File: config.mk
export PLATFORM = sky130hd
export DESIGN_NAME = uart_frame_parser
export DESIGN_NICKNAME = d
export VERILOG_FILES = /design/src/rtl/uart_frame_parser.sv
export SDC_FILE = /design/constraint.sdc
export NUM_CORES = 1
export LEC_CHECK = 0
export BUFFER_PORTS_ARGS = -buffer_cell sky130_fd_sc_hd__clkbuf_2
export CELL_PAD_IN_SITES_DETAIL_PLACEMENT = 2
export CELL_PAD_IN_SITES_GLOBAL_PLACEMENT = 2
export CORE_MARGIN = 4
export CORE_UTILIZATION = 40
export CTS_CLUSTER_DIAMETER = 120
export DETAILED_ROUTE_END_ITERATION = 8
export MAX_ROUTING_LAYER = met4
export PLACE_DENSITY = 0.87
export SETUP_SLACK_MARGIN = 0.4
export SKIP_CTS_REPAIR_TIMING = 1
export SLEW_MARGIN = 20
export SYNTH_ARGS = -nofsm -noshare
export SYNTH_HDL_FRONTEND = slang
export SYNTH_SLANG_ARGS = --single-unit
File: constraint.sdc
create_clock -name clk_50MHz -period 5.6 [get_ports clk_50MHz]
set_input_delay 0.56 -clock clk_50MHz [delete_from_list [all_inputs] [get_ports clk_50MHz]]
set_output_delay 0.56 -clock clk_50MHz [all_outputs]
set_load 0.005 [all_outputs]
File: src/rtl/uart_frame_parser.sv
// uart_frame_parser: pops bytes from a FWFT receive FIFO and assembles sync/cmd/len/payload/XOR-checksum frames,
// strobing validated frames and reporting length, checksum and inter-byte timeout aborts.
module uart_frame_parser #(
  parameter int         MAX_PAYLOAD    = 8,
  parameter logic [7:0] SYNC_BYTE      = 8'hAA,
  parameter int         TIMEOUT_CYCLES = 1_000_000,
  parameter int         TO_BITS        = 20
) (
  input  logic                     clk_50MHz,
  input  logic                     reset,
  input  logic                     rx_empty,
  input  logic [7:0]               read_data,
  output logic                     read_uart,
  output logic                     frame_valid,
  output logic [7:0]               cmd,
  output logic [7:0]               len,
  output logic [8*MAX_PAYLOAD-1:0] payload,
  output logic                     frame_err,
  output logic [1:0]               err_code
);
  typedef enum logic [2:0] {S_IDLE, S_CMD, S_LEN, S_PAY, S_CHK} state_t;
  state_t r_state, w_next;
  logic [TO_BITS-1:0]       r_cnt;
  logic [4:0]               r_idx;
  logic [7:0]               r_acc, r_cmd_sh, r_len_sh;
  logic [8*MAX_PAYLOAD-1:0] r_shadow, r_payload;
  logic [7:0]               r_cmd, r_len;
  logic                     r_fv, r_fe;
  logic [1:0]               r_err;
  logic w_pop, w_start, w_last, w_len_err, w_commit, w_chk_err, w_timeout;
  always_ff @(posedge clk_50MHz or negedge reset)
    if (!reset) r_state <= S_IDLE;
    else        r_state <= w_next;
  always_comb begin
    w_next = r_state;
    case (r_state)
      S_IDLE: w_next = w_start ? S_CMD : S_IDLE;
      S_CMD:  w_next = w_pop ? S_LEN : S_CMD;
      S_LEN:  w_next = !w_pop ? S_LEN : w_len_err ? S_IDLE : (read_data == 8'd0) ? S_CHK : S_PAY;
      S_PAY:  w_next = (w_pop && w_last) ? S_CHK : S_PAY;
      S_CHK:  w_next = w_pop ? S_IDLE : S_CHK;
      default: w_next = S_IDLE;
    endcase
    if (w_timeout) w_next = S_IDLE;
  end
  always_comb begin
    read_uart = ~rx_empty;
    w_pop     = ~rx_empty;
    w_start   = (r_state == S_IDLE) && w_pop && (read_data == SYNC_BYTE);
    w_last    = ({3'b000, r_idx} == r_len_sh - 8'd1);
    w_len_err = (r_state == S_LEN) && w_pop && (read_data > 8'(MAX_PAYLOAD));
    w_commit  = (r_state == S_CHK) && w_pop && (read_data == r_acc);
    w_chk_err = (r_state == S_CHK) && w_pop && (read_data != r_acc);
    // an arriving byte always beats the limit
    w_timeout = (r_state != S_IDLE) && !w_pop && (r_cnt == TO_BITS'(TIMEOUT_CYCLES));
  end
  always_ff @(posedge clk_50MHz or negedge reset)
    if (!reset) begin
      r_cnt     <= '0;
      r_idx     <= '0;
      r_acc     <= '0;
      r_cmd_sh  <= '0;
      r_len_sh  <= '0;
      r_shadow  <= '0;
      r_payload <= '0;
      r_cmd     <= '0;
      r_len     <= '0;
      r_fv      <= 1'b0;
      r_fe      <= 1'b0;
      r_err     <= 2'b00;
    end else begin
      r_cnt <= (r_state == S_IDLE || w_pop) ? '0 : r_cnt + 1'b1;
      if (w_start) r_shadow <= '0;
      if (r_state == S_CMD && w_pop) begin
        r_cmd_sh <= read_data;
        r_acc    <= read_data;
      end
      if (r_state == S_LEN && w_pop) begin
        r_len_sh <= read_data;
        r_acc    <= r_acc ^ read_data;
        r_idx    <= '0;
      end
      if (r_state == S_PAY && w_pop) begin
        r_acc <= r_acc ^ read_data;
        r_idx <= r_idx + 5'd1;
      end
      for (int i = 0; i < MAX_PAYLOAD; i++)
        if (r_state == S_PAY && w_pop && r_idx == i[4:0]) r_shadow[8*i +: 8] <= read_data;
      r_fv <= w_commit;
      r_fe <= w_len_err | w_chk_err | w_timeout;
      if (w_commit) begin
        r_cmd <= r_cmd_sh;
        r_len <= r_len_sh;
        for (int i = 0; i < MAX_PAYLOAD; i++)
          r_payload[8*i +: 8] <= (i[7:0] < r_len_sh) ? r_shadow[8*i +: 8] : 8'h00;
      end
      if (w_len_err)      r_err <= 2'b01;
      else if (w_chk_err) r_err <= 2'b10;
      else if (w_timeout) r_err <= 2'b11;
    end
  assign frame_valid = r_fv;
  assign frame_err   = r_fe;
  assign err_code    = r_err;
  assign cmd         = r_cmd;
  assign len         = r_len;
  assign payload     = r_payload;
endmodule

---- Yosys cells after proc, flatten, opt, wreduce, memory -nomap -nowiden ----
Index checks and enable logic that the tools add are counted.
operators by class
  add/sub/neg operators ................... 3
  magnitude comparators ................... 9
  equality and inequality tests ........... 16
  multiplexer cells ....................... 35
  bitwise operators ....................... 4
  reductions and logical operators ........ 36
operators with widths
  operator                                                       number
  two-way mux 8 bit                                              19
  two-way mux 64 bit                                             1
  less-than comparator 3 x 8 -> 1 bit, first input constant      4
  adder 20 x 1 -> 20 bit, second input constant                  1
  equality test 20 bit, second input constant                    1
  equality test 5 x 3 -> 1 bit, second input constant            4
  logical AND 1 bit                                              20
  two-way mux 20 bit                                             1
  two-way mux 3 bit                                              6
  nonzero test 2 bit                                             9
  less-than comparator 1 x 8 -> 1 bit, first input constant      2
  less-than comparator 2 x 8 -> 1 bit, first input constant      2
  case mux 3 bit (5 select lines)                                1
  equality test 5 x 2 -> 1 bit, second input constant            2
  two-way mux 5 bit                                              2
  nonzero test 3 bit                                             3
  equality test 5 x 8 -> 1 bit                                   1
  equality test 8 bit                                            1
  equality test 8 bit, second input constant                     1
  greater-than comparator 8 x 4 -> 1 bit, second input constant  1
  zero test 8 bit                                                1
  two-way mux 2 bit                                              4
  != test 8 bit                                                  1
  subtractor 8 x 1 -> 8 bit, second input constant               1
  other kinds (12)                                               14
storage, ports and cells
  bits in registers ....................... 200
  input port bits ......................... 11
  output and inout port bits .............. 85
  logic and storage cells ................. 123

---- Depth between registers and ports, before layout ----
  depth after elaboration ................. 7
  gate-level depth with buffers ........... 9
  depth with buffers taken out ............ 7

---- Least setup slack after synthesis ----
OpenSTA, ideal clock, no wires.
  kind .................................... input to register
  from .................................... input read_data[1]
  to ...................................... register r_payload[62], in the netlist payload[62]
  setup time .............................. 0.136 ns
  arrival ................................. 1.968 ns
  required time ........................... 5.464 ns
  slack ................................... 3.496 ns
  stages on the path ...................... 9
  buffers on the path ..................... 4
  cells stage by stage .................... clkbuf_1 -> xor2_1 -> nor4_1 -> nand3_1 -> buf_2 -> buf_2 -> buf_2 -> nand2_1 -> o21ai_0
on the way
  cells in the longest elaborated chain, start to end .. 2
ends and longest elaborated chain
  element                         RTL line  source
  start: declaration              12        input logic [7:0] read_data,
  equality test 8 bit             52        w_commit = (r_state == S_CHK) && w_pop && (read_data == r_acc);
  logical AND 1 bit               52
  end signal: indexed assignment  95        r_payload[8*i +: 8] <= (i[7:0] < r_len_sh) ? r_shadow[8*i +: 8] : 8'h00;
  end: declaration                26        logic [8*MAX_PAYLOAD-1:0] r_shadow, r_payload;
No other way between the ends.
A chain may end at the register's enable or synchronous reset.

---- Worst setup path after layout ----
Same ends and word-level chain as after synthesis.

==> run summary <==
crit path kind = input port to flop
fillers = 2239
first-pass GRT wire length = 49.1 mm
gr usage total = 26.9%
# rows = 53
max cap viols = 0
Worst Clk Skew = 0.00885 ns
area leader, netlist = dfrtp_1
CP Launch Type = input port
H-tree levels = 4
CTS tree = built
Initial Util = 41.2%
Critical R2R Capture = payload[62]
Crit. Startpoint = read_data[1]
Synth cell types = 49
status = complete, no violations
antenna fix cells = 0
DRT Wirelength = 30.8 mm
Worst-Margin Slew = 1.07 ns
DP HPWL = 18.1 mm
Fmax = 292 MHz
Pre-Repair DR Iteration Count = 5
Slew Viols, Final = 0
crit end category = flop
reg2reg setup slack = 2.24 ns
nets@finish = 1004
initial antenna violation count = 0
syn_area_per_cell = 9.43 um2
final hold vios = 0
Synth Area in XOR/XNOR = 2.70%
Ports = 96
Root Buffer = clkbuf_16
Post-Layout Cell Count = 1270
sequential-to-total area share from yosys stat = 57.1%
commonest non-fill, non-tap cell in the layout = nand2_1
Compound-Gate Fraction of Synth Area = 11.7%
largest net degree at the start of global routing = 112
Cell Pwr Density = 441 nW/um2
ys flop type = dfrtp_1
Remaining DRCs = 0
maximum buffer depth of the clock tree = 2
Clk Latency, worst-skew pair = 0.45 ns
Vias/cell = 5.69
commonest cells after routing, fill and taps aside = nand2_1, dfrtp_1, o21ai_0
Routed Antenna Nets = 0
Post-Synth Simple-Gate Area = 19.5%
CP endpoint = payload[62]
die height = 156 um
top cells by area, synth = dfrtp_1, nand2_1, o21ai_0
EDFF count, synth = 0
Synth Cell Area = 8760 um2
Arr. time, crit path = 3.71 ns
routability congestion estimate = 0.783
wire per inst = 24.3 um
Adder-Cell Fraction of Synth Area = 1.43%
setup TNS = 0 ns
Setup Viol. Count Final = 0
Placeable Area = 21300 um2
cells on worst reg2reg path = 6
Synth warnings = 0
Syn Nets = 950
mux cell area share after synthesis = 3.60%
drt first-iter violations = 503
TritonCTS Sinks = 200
Overflow after GRT = 0
post-synthesis cell count = 929
RSZ-0062 raised after global routing = false
dpl cells = 1239
Worst-path clk slew = 0.08 ns
period utilization = 61.2%
Die Footprint = 24300 um2
critical-path maximum fanout = 84
hold crit path type = input port to asynchronous set/reset pin
relative slew slack = 28.4%
Yosys reg bits = 200
Lkg Pwr = 0.00466 uW
Die X = 156 um
# port buffers = 95
total CTS buffers = 17
Final Util = 46.8%
Worst IR Drop VDD = 256 uV
ys async rst share = 100%
worst r2r src = r_acc[1]
via count = 7229
Critical Path RT = 5.88 ns
WHS = 0.198 ns
largest family of logic cells by synthesized area = simple AND/OR/NAND/NOR gates
Syn-to-layout area delta = 13.7%
Final Power = 4390 uW
number of global-route vias before repair = 8173
Final min period = 3.43 ns
fraction of layout cells with a size suffix above 1 = 16.7%
Synth top area share = 57.1%
-- how the worst min path moves through the flow --
stage	from	endpoint	slack, ns	depth (start not counted)
after floorplan	reset	cmd[0]	0.26	0
after global placement	payload[24]	payload[24]	0.46	2
after detailed placement	payload[2]	payload[2]	0.48	2
after CTS	reset	err_code[1]	0.27	1
after global routing	reset	cmd[0]	0.27	1
final	reset	cmd[0]	0.20	1
-- routing by layer --
metal / track usage [%] / vias up / part of all wire, %
met5: - / - / 0
met3: 3.86 / 68 / 3.4
met4: 8.71 / 0 / 2.7
li1: - / 3204 / -
met1: 32.7 / 3765 / 42
met2: 46.4 / 192 / 52
-- cell usage after synthesis (all sizes together) (7+ instances only) --
library cell  number
xor2              14
a311oi             7
dfrtp            200
a21oi             16
mux2              28
o21ai            144
or3                9
nand2            276
nor3               8
nand3             12
xnor2             13
nor4              13
buf               21
inv               15
nor2              39
ha                10
nand4              8
clkbuf            45
-- metrics by stage --
stage          cell area (um2)  worst slack [ns]
2_1_floorplan             8760              3.50
3_3_place_gp              9370              2.18
3_5_place_dp              9370              2.01
4_1_cts                   9960              2.17
5_1_grt                   9960              1.92
6_report                  9960              2.17
-- worst max-delay path, stage by stage --
cell and delay [ns]:
clkbuf_2 0.31, xor2_1 0.26, nor4_1 0.70, nand3_4 0.89, buf_4 0.61, nand2_1 0.19, o21ai_0 0.17
-- flip-flops by register name, indices dropped and copies added, names as in the netlist --
signal	cells
payload	64
r_shadow	64
r_cnt	20
cmd	8
len	8
r_acc	8
r_cmd_sh	8
r_len_sh	8
r_idx	5
r_state	3
err_code	2
frame_err	1
frame_valid	1
-- cell type report --
type | count | area [um2] | area share (%)
Timing Repair Buffer | 101 | 529 | 5.31
Clock inverter | 11 | 149 | 1.49
Multi-Input combinational cell | 648 | 3440 | 34.6
Inverter | 15 | 56.3 | 0.565
Clock buffer | 20 | 437 | 4.38
Sequential cell | 200 | 5000 | 50.2
Tap cell | 275 | 344 | 3.45
-- kinds of logic after synthesis --
| family | count (synthesis) |
|---|---|
| AO/OA/AOI/OAI | 187 |
| XOR/XNOR | 27 |
| adder cells (fa/ha/maj) | 10 |
| buffers and inverters | 81 |
| flip-flops | 200 |
| multiplexers | 28 |
| AND/OR/NAND/NOR | 396 |
-- where the power goes --
part / total [uW] / switching, uW / internal [uW]
logic: 997 / 659 / 339
registers: 2100 / 337 / 1760
clock network: 1300 / 595 / 703
total: 4390 / 1590 / 2800
(Power assumes the default switching activity.)
